**src/rtl/divider_pkg.sv**
```systemverilog
// Shared constants and state encoding for the HI/LO restoring divider.
// Optional DIVU support is enabled by defining DIVIDER_UNSIGNED_EN.
package divider_pkg;

  localparam int DIV_WIDTH = 32;
  localparam int DIV_CNT_W = $clog2(DIV_WIDTH) + 1;

  typedef enum logic [1:0] {
    IDLE = 2'd0,
    RUN  = 2'd1,
    FIX  = 2'd2
  } state_t;

endpackage

```
**src/rtl/divider_if.sv**
```systemverilog
// Control-unit <-> divider handshake and HI/LO result bundle.
// DivU is present only when DIVIDER_UNSIGNED_EN is defined.
interface divider_if
  import divider_pkg::*;
#(
  parameter int WIDTH = DIV_WIDTH
);

  logic             DivCtrl;
  logic [WIDTH-1:0] dividendo;
  logic [WIDTH-1:0] divisor;
  logic [WIDTH-1:0] HI;
  logic [WIDTH-1:0] LO;
  logic             DivOUT;
  logic             DivZero;
`ifdef DIVIDER_UNSIGNED_EN
  logic             DivU;
`endif

  modport master (
`ifdef DIVIDER_UNSIGNED_EN
    output DivU,
`endif
    output DivCtrl, dividendo, divisor,
    input  HI, LO, DivOUT, DivZero
  );

  modport slave (
`ifdef DIVIDER_UNSIGNED_EN
    input  DivU,
`endif
    input  DivCtrl, dividendo, divisor,
    output HI, LO, DivOUT, DivZero
  );

endinterface

```
**src/rtl/divider_step.sv**
```systemverilog
// One restoring shift-subtract iteration on unsigned magnitudes.
// The shifted remainder keeps one extra bit so full-range unsigned divisors compare correctly.
module div_step #(
  parameter int WIDTH = 32
) (
  input  logic [WIDTH-1:0] i_rem,
  input  logic [WIDTH-1:0] i_q,
  input  logic [WIDTH-1:0] i_dvs,
  output logic [WIDTH-1:0] o_rem,
  output logic [WIDTH-1:0] o_q
);

  logic [WIDTH:0] w_sh;
  logic [WIDTH:0] w_dvs;
  logic           w_ge;

  assign w_sh  = {i_rem, i_q[WIDTH-1]};
  assign w_dvs = {1'b0, i_dvs};
  assign w_ge  = (w_sh >= w_dvs);

  assign o_rem = w_ge ? WIDTH'(w_sh - w_dvs) : w_sh[WIDTH-1:0];
  assign o_q   = {i_q[WIDTH-2:0], w_ge};

endmodule

```
**src/rtl/divider.sv**
```systemverilog
// Multi-cycle MIPS DIV unit: one quotient bit per clock, sign fix-up in a final cycle.
// Defining DIVIDER_UNSIGNED_EN adds DIVU (raw unsigned operands, no sign correction).
module divider
  import divider_pkg::*;
#(
  parameter int WIDTH = DIV_WIDTH
) (
  input  logic     clk,
  input  logic     reset_n,
  divider_if.slave bus
);

  localparam int CNT_W = $clog2(WIDTH) + 1;

  function automatic logic [WIDTH-1:0] f_mag(input logic signed [WIDTH-1:0] v, input logic raw);
    if (!raw && (v < 0)) return -v;
    return v;
  endfunction

  function automatic logic [WIDTH-1:0] f_neg(input logic [WIDTH-1:0] v, input logic neg);
    return neg ? -v : v;
  endfunction

  state_t             r_state;
  logic [WIDTH-1:0]   r_rem;
  logic [WIDTH-1:0]   r_q;
  logic [WIDTH-1:0]   r_dvs;
  logic [CNT_W-1:0]   r_cnt;
  logic               r_sign_q;
  logic               r_sign_r;
  logic               r_zero_pend;
  logic [WIDTH-1:0]   r_hi;
  logic [WIDTH-1:0]   r_lo;
  logic               r_out;
  logic               r_zero;

  logic                      w_raw;
  logic signed [WIDTH-1:0]   w_dividend_s;
  logic signed [WIDTH-1:0]   w_divisor_s;
  logic [WIDTH-1:0]          w_rem_nx;
  logic [WIDTH-1:0]          w_q_nx;

`ifdef DIVIDER_UNSIGNED_EN
  assign w_raw = bus.DivU;
`else
  assign w_raw = 1'b0;
`endif

  assign w_dividend_s = bus.dividendo;
  assign w_divisor_s  = bus.divisor;

  div_step #(.WIDTH(WIDTH)) u_step (
    .i_rem (r_rem),
    .i_q   (r_q),
    .i_dvs (r_dvs),
    .o_rem (w_rem_nx),
    .o_q   (w_q_nx)
  );

  always_ff @(posedge clk or negedge reset_n) begin
    if (!reset_n) begin
      r_state     <= IDLE;
      r_rem       <= '0;
      r_q         <= '0;
      r_dvs       <= '0;
      r_cnt       <= '0;
      r_sign_q    <= 1'b0;
      r_sign_r    <= 1'b0;
      r_zero_pend <= 1'b0;
      r_hi        <= '0;
      r_lo        <= '0;
      r_out       <= 1'b0;
      r_zero      <= 1'b0;
    end else begin
      r_out  <= 1'b0;
      r_zero <= 1'b0;
      case (r_state)
        IDLE: begin
          // Divide-by-zero completes one edge after acceptance without leaving IDLE.
          r_out       <= r_zero_pend;
          r_zero      <= r_zero_pend;
          r_zero_pend <= 1'b0;
          if (bus.DivCtrl) begin
            if (bus.divisor == '0) begin
              r_zero_pend <= 1'b1;
            end else begin
              r_q      <= f_mag(w_dividend_s, w_raw);
              r_dvs    <= f_mag(w_divisor_s, w_raw);
              r_sign_q <= !w_raw && (bus.dividendo[WIDTH-1] ^ bus.divisor[WIDTH-1]);
              r_sign_r <= !w_raw && bus.dividendo[WIDTH-1];
              r_rem    <= '0;
              r_cnt    <= '0;
              r_state  <= RUN;
            end
          end
        end
        RUN: begin
          r_rem <= w_rem_nx;
          r_q   <= w_q_nx;
          r_cnt <= r_cnt + 1'b1;
          if (r_cnt == CNT_W'(WIDTH - 1)) r_state <= FIX;
        end
        FIX: begin
          r_lo    <= f_neg(r_q, r_sign_q);
          r_hi    <= f_neg(r_rem, r_sign_r);
          r_out   <= 1'b1;
          r_state <= IDLE;
        end
        default: r_state <= IDLE;
      endcase
    end
  end

  assign bus.HI      = r_hi;
  assign bus.LO      = r_lo;
  assign bus.DivOUT  = r_out;
  assign bus.DivZero = r_zero;

endmodule

```
**src/flat_wrapper.sv**
```systemverilog
// flat-port wrapper written by rule: the top's interface ports become plain ports
module divider_flat import divider_pkg::*;
#(
  parameter int WIDTH = DIV_WIDTH
)
  (clk, reset_n, bus_DivCtrl, bus_dividendo, bus_divisor, bus_HI, bus_LO, bus_DivOUT, bus_DivZero);
  divider_if #(.WIDTH(WIDTH)) bus_i ();
  input  logic clk;
  input  logic reset_n;
  input wire logic [$bits(bus_i.DivCtrl)-1:0] bus_DivCtrl;
  input wire logic [$bits(bus_i.dividendo)-1:0] bus_dividendo;
  input wire logic [$bits(bus_i.divisor)-1:0] bus_divisor;
  output wire logic [$bits(bus_i.HI)-1:0] bus_HI;
  output wire logic [$bits(bus_i.LO)-1:0] bus_LO;
  output wire logic [$bits(bus_i.DivOUT)-1:0] bus_DivOUT;
  output wire logic [$bits(bus_i.DivZero)-1:0] bus_DivZero;
  assign bus_i.DivCtrl = bus_DivCtrl;
  assign bus_i.dividendo = bus_dividendo;
  assign bus_i.divisor = bus_divisor;
  assign bus_HI = bus_i.HI;
  assign bus_LO = bus_i.LO;
  assign bus_DivOUT = bus_i.DivOUT;
  assign bus_DivZero = bus_i.DivZero;
  divider #(.WIDTH(WIDTH)) u_core (.clk(clk), .reset_n(reset_n), .bus(bus_i));
endmodule
```
**config.mk**
```make
export PLATFORM = sky130hd
export DESIGN_NAME = divider_flat
export DESIGN_NICKNAME = d
export VERILOG_FILES = /design/src/rtl/divider_pkg.sv /design/src/rtl/divider_if.sv /design/src/rtl/divider_step.sv /design/src/rtl/divider.sv /design/src/flat_wrapper.sv
export SDC_FILE = /design/constraint.sdc
export NUM_CORES = 1
export LEC_CHECK = 0
export CAP_MARGIN = 20
export CORE_MARGIN = 2
export CORE_UTILIZATION = 55
export DETAILED_ROUTE_END_ITERATION = 16
export GPL_TIMING_DRIVEN = 0
export PLACE_DENSITY_LB_ADDON = 0.1
export SLEW_MARGIN = 10
export SYNTH_ARGS = -nofsm -noshare
export SYNTH_HDL_FRONTEND = slang
export SYNTH_SLANG_ARGS = --single-unit
export TNS_END_PERCENT = 30
```
**constraint.sdc**
```tcl
create_clock -name clk -period 5.3 [get_ports clk]
set_input_delay 1.59 -clock clk [delete_from_list [all_inputs] [get_ports clk]]
set_output_delay 1.59 -clock clk [all_outputs]
set_load 0.005 [all_outputs]
```
==> results.py <==
metrics = {
    "clocking": {
        "clockBufferDepth": 2,
        "cts_tree": "built",
        "holdBufCountCts": 0,
        "cts_sinks": 173,
        "cts_resized": 0,
        "clk_root_buffer_cell": "clkbuf_16",
        "htreeDepth": 4,
        "clk_pin_slew_ns": 0.07,
        "postCtsSetupBuffers": 0,
        "numCtsBuffers": 17,
        "clock_latency_ns": 0.44,
    },
    "die": {
        "core_um2": 20000,
        "dieArea_um2": 21400,
        "ios": 133,
        "start_util_pct": 55.7,
        "num_rows": 52,
        "fp.dieH_um": 146,
        "die_w_um": 146,
    },
    "routing": {
        "first_pass_iters": 5,
        "viasPerCell": 5.73,
        "num_vias": 9933,
        "wire_per_inst_um": 17.2,
        "drt-total-wl_um": 29900,
        "drc": 0,
        "drt_iter0_drc": 629,
        "final_antenna_net_count": 0,
    },
    "timing": {
        "fin_skew_ns": 0.0129,
        "final.period_utilization_pct": 97.3,
        "finalSetupViolations": 0,
        "final-hold-violation-count": 0,
        "rsz0062_at_grt": "false",
        "slew_headroom_pct": 37.5,
        "hold_slack_ns": 0.477,
        "fmax_ghz": 0.194,
        "fin_crit_ns": 5.16,
        "worstMarginPinSlew_ns": 0.938,
        "final_max_slew_viol_count": 0,
    },
    "power_and_ir_drop": {
        "p_per_area_nw_per_um2": 544,
        "ir_drop_mv": 0.297,
        "p_leak_nw": 5.77,
    },
    "yosys": {
        "synth_ff_type": "dfrtp_1",
        "ys_async_sr_fraction_pct": 100,
        "synth_cell_types": 67,
        "synth.cell_area_um2": 11200,
        "ys_warn_count": 0,
        "synth.avg_cell_area_um2": 8.58,
        "synth_seq_area_share_pct": 38.8,
        "syn_nets": 1405,
        "synthCells": 1300,
        "synth-edff-count": 0,
        "synth-seq-cells": 173,
    },
    "global_routing": {
        "grt_pass1_vias": 9187,
        "antenna_found_initial": 0,
        "grt.overflow.total": 0,
        "grt_use_total_pct": 28.3,
        "grt_max_degree": 101,
        "grt_pass1_wl_um": 48600,
    },
    "final_layout": {
        "layout-drive-gt1-share_pct": 5.60,
        "seq_area_um2": 4330,
        "final_nets": 1557,
        "final_common_cell": "nand2_1",
        "fillers": 1800,
        "final_cells": 1735,
        "area_delta_synth_final_pct": 20.5,
        "final_cell_mix": "nand2_1, dfrtp_1, clkdlybuf4s50_1",
        "multi_input_area_um2": 6290,
        "antennaDiodeCount": 0,
    },
    "hold_path": {
        "min_from": "u_core.bus.HI[27]",
        "hold_depth": 2,
        "hold_class": "reg2reg",
        "min_to": "u_core.bus.HI[27]",
    },
    "setup_path": {
        "r2r-start": "u_core.r_rem[21]",
        "reg2reg_to": "u_core.r_rem[6]",
        "crit_path_start_kind": "input port",
        "r2r_slack_ns": 1.50,
        "path_class": "in2reg",
        "end_kind": "register",
        "arrival_ns": 5.48,
        "r2r_cells": 12,
        "critPathMaxFanout": 10,
        "required_ns": 5.62,
    },
    "place": {
        "port-buffer-count": 132,
        "gp_congestion": 0.928,
        "dp_hpwl_um": 23600,
        "dp_cells": 1703,
    },
    "run": {
        "maxCapViolCount": 0,
    },
    "outcome": {
        "outcome": "complete, no violations",
    },
}
[where the power goes]
| part | leakage (nW) | internal (mW) | switching (mW) |
|---|---|---|---|
| Combinational | 3.45 | 1.69 | 2.00 |
| Sequential | 2.04 | 1.80 | 0.602 |
| Clock | 0.276 | 0.628 | 0.592 |
[per-layer routing]
| metal | share of wire, % | up-vias | GRT usage, % |
|---|---|---|---|
| li1 | - | 4925 | - |
| met5 | 0 | - | 0 |
| met2 | 42 | 293 | 40.8 |
| met4 | 1.2 | 0 | 6.75 |
| met3 | 6.4 | 23 | 4.78 |
| met1 | 50 | 4692 | 44.4 |
[cell type report]
class,instances,area share (%)
buffer,67,2.64
clock buffer,18,3.19
clock inverter,14,1.10
inverter,53,1.48
multi-input combinational,1007,46.8
sequential,173,32.2
tap,270,2.51
timing repair buffer,133,10.1
[cell families (layout without fill, tap and decap cells)]
family | count (synthesis) | after routing | share of synthesized area (%)
compound gates | 410 | 410 | 22.1
xor+xnor | 148 | 148 | 11.6
flops | 173 | 173 | 38.8
buf+inv | 120 | 285 | 4.90
mux | 14 | 14 | 1.27
fa+ha+maj | 38 | 38 | 4.33
simple gates | 397 | 397 | 17.0
[stage by stage]
stage          TNS, ns  setup WS, ns  instance area (um^2)  power (mW)  utilization (%)
2_1_floorplan        0         0.530                 11200        4.81                -
3_3_place_gp   -754.73         -4.26                 12800        5.98             64.0
3_5_place_dp    -25.08        -0.394                 12800        6.05             64.1
4_1_cts              0        0.0648                 13400        7.28             67.0
5_1_grt              0        0.0139                 13400        7.88             67.1
6_report             0         0.141                 13400        7.31             67.1
[worst max-delay path, cell delays in order]
cell and delay [ns]:
clkdlybuf4s50_1 0.45, inv_1 0.11, ha_1 0.19, or3b_1 0.41, or4_4 0.54, or3_4 0.37, or3_4 0.35, or4_4 0.53
and2_2 0.29, nand2_1 0.13, buf_6 0.18, mux2_1 0.33
[worst max-delay path by stage]
stage,from,to
finish,bus_divisor[0],u_core.r_sign_r
global route,bus_divisor[0],u_core.r_sign_q
CTS,bus_divisor[0],u_core.r_state[0]
detailed placement,bus_divisor[0],u_core.r_state[0]
global placement,reset_n,u_core.r_dvs[7]
floorplan,bus_divisor[0],u_core.r_sign_r
[flip-flops by register name, indices dropped and copies added (netlist names)]
name and flops:
u_core.r_q 32, u_core.r_sign_q 1, u_core.bus.HI 32, u_core.r_state 2, u_core.bus.LO 32, u_core.r_rem 32, u_core.bus.DivZero 1, u_core.r_cnt 6
u_core.r_dvs 32, u_core.bus.DivOUT 1, u_core.r_sign_r 1, u_core.r_zero_pend 1
[cell usage after synthesis (3+ instances only)]
cell      instances  share of area (%)
buf_4             6               0.40
a22oi_1          18                1.2
a21oi_1          79                3.5
and3_1            6               0.34
a21o_1           18                1.2
o21bai_1          6               0.40
or4_4             4               0.40
buf_6             6               0.61
buf_1             4               0.13
ha_1             37                4.1
nor2_1           62                2.1
nor4_1            8               0.45
inv_1            53                1.8
nand2_1         198                6.7
o211ai_1          4               0.27
mux2i_1          13                1.2
or3_4             4               0.40
and4_1            3               0.24
dfrtp_1         173                 39
o21ai_0         111                5.0
or4_1            14               0.94
nand4_1           6               0.34
buf_2             8               0.36
nand3b_1          4               0.27
a221oi_1          3               0.24
clkbuf_1         41                1.4
a32oi_1           4               0.31
o31ai_1          37                2.5
o41ai_1          20                1.6
nand2b_1         11               0.62
a21oi_2           5               0.39
nor2b_1           7               0.39
xor2_1           93                7.3
or2_2             4               0.22
or3_1            13               0.73
nand3_1           7               0.31
o21ai_1          76                3.4
nor3_1           28                1.3
xnor2_1          55                4.3
o22ai_1           6               0.34
o21a_1            4               0.27
a31oi_1           7               0.39
and2_1            5               0.28
(Power assumes the default switching activity.)
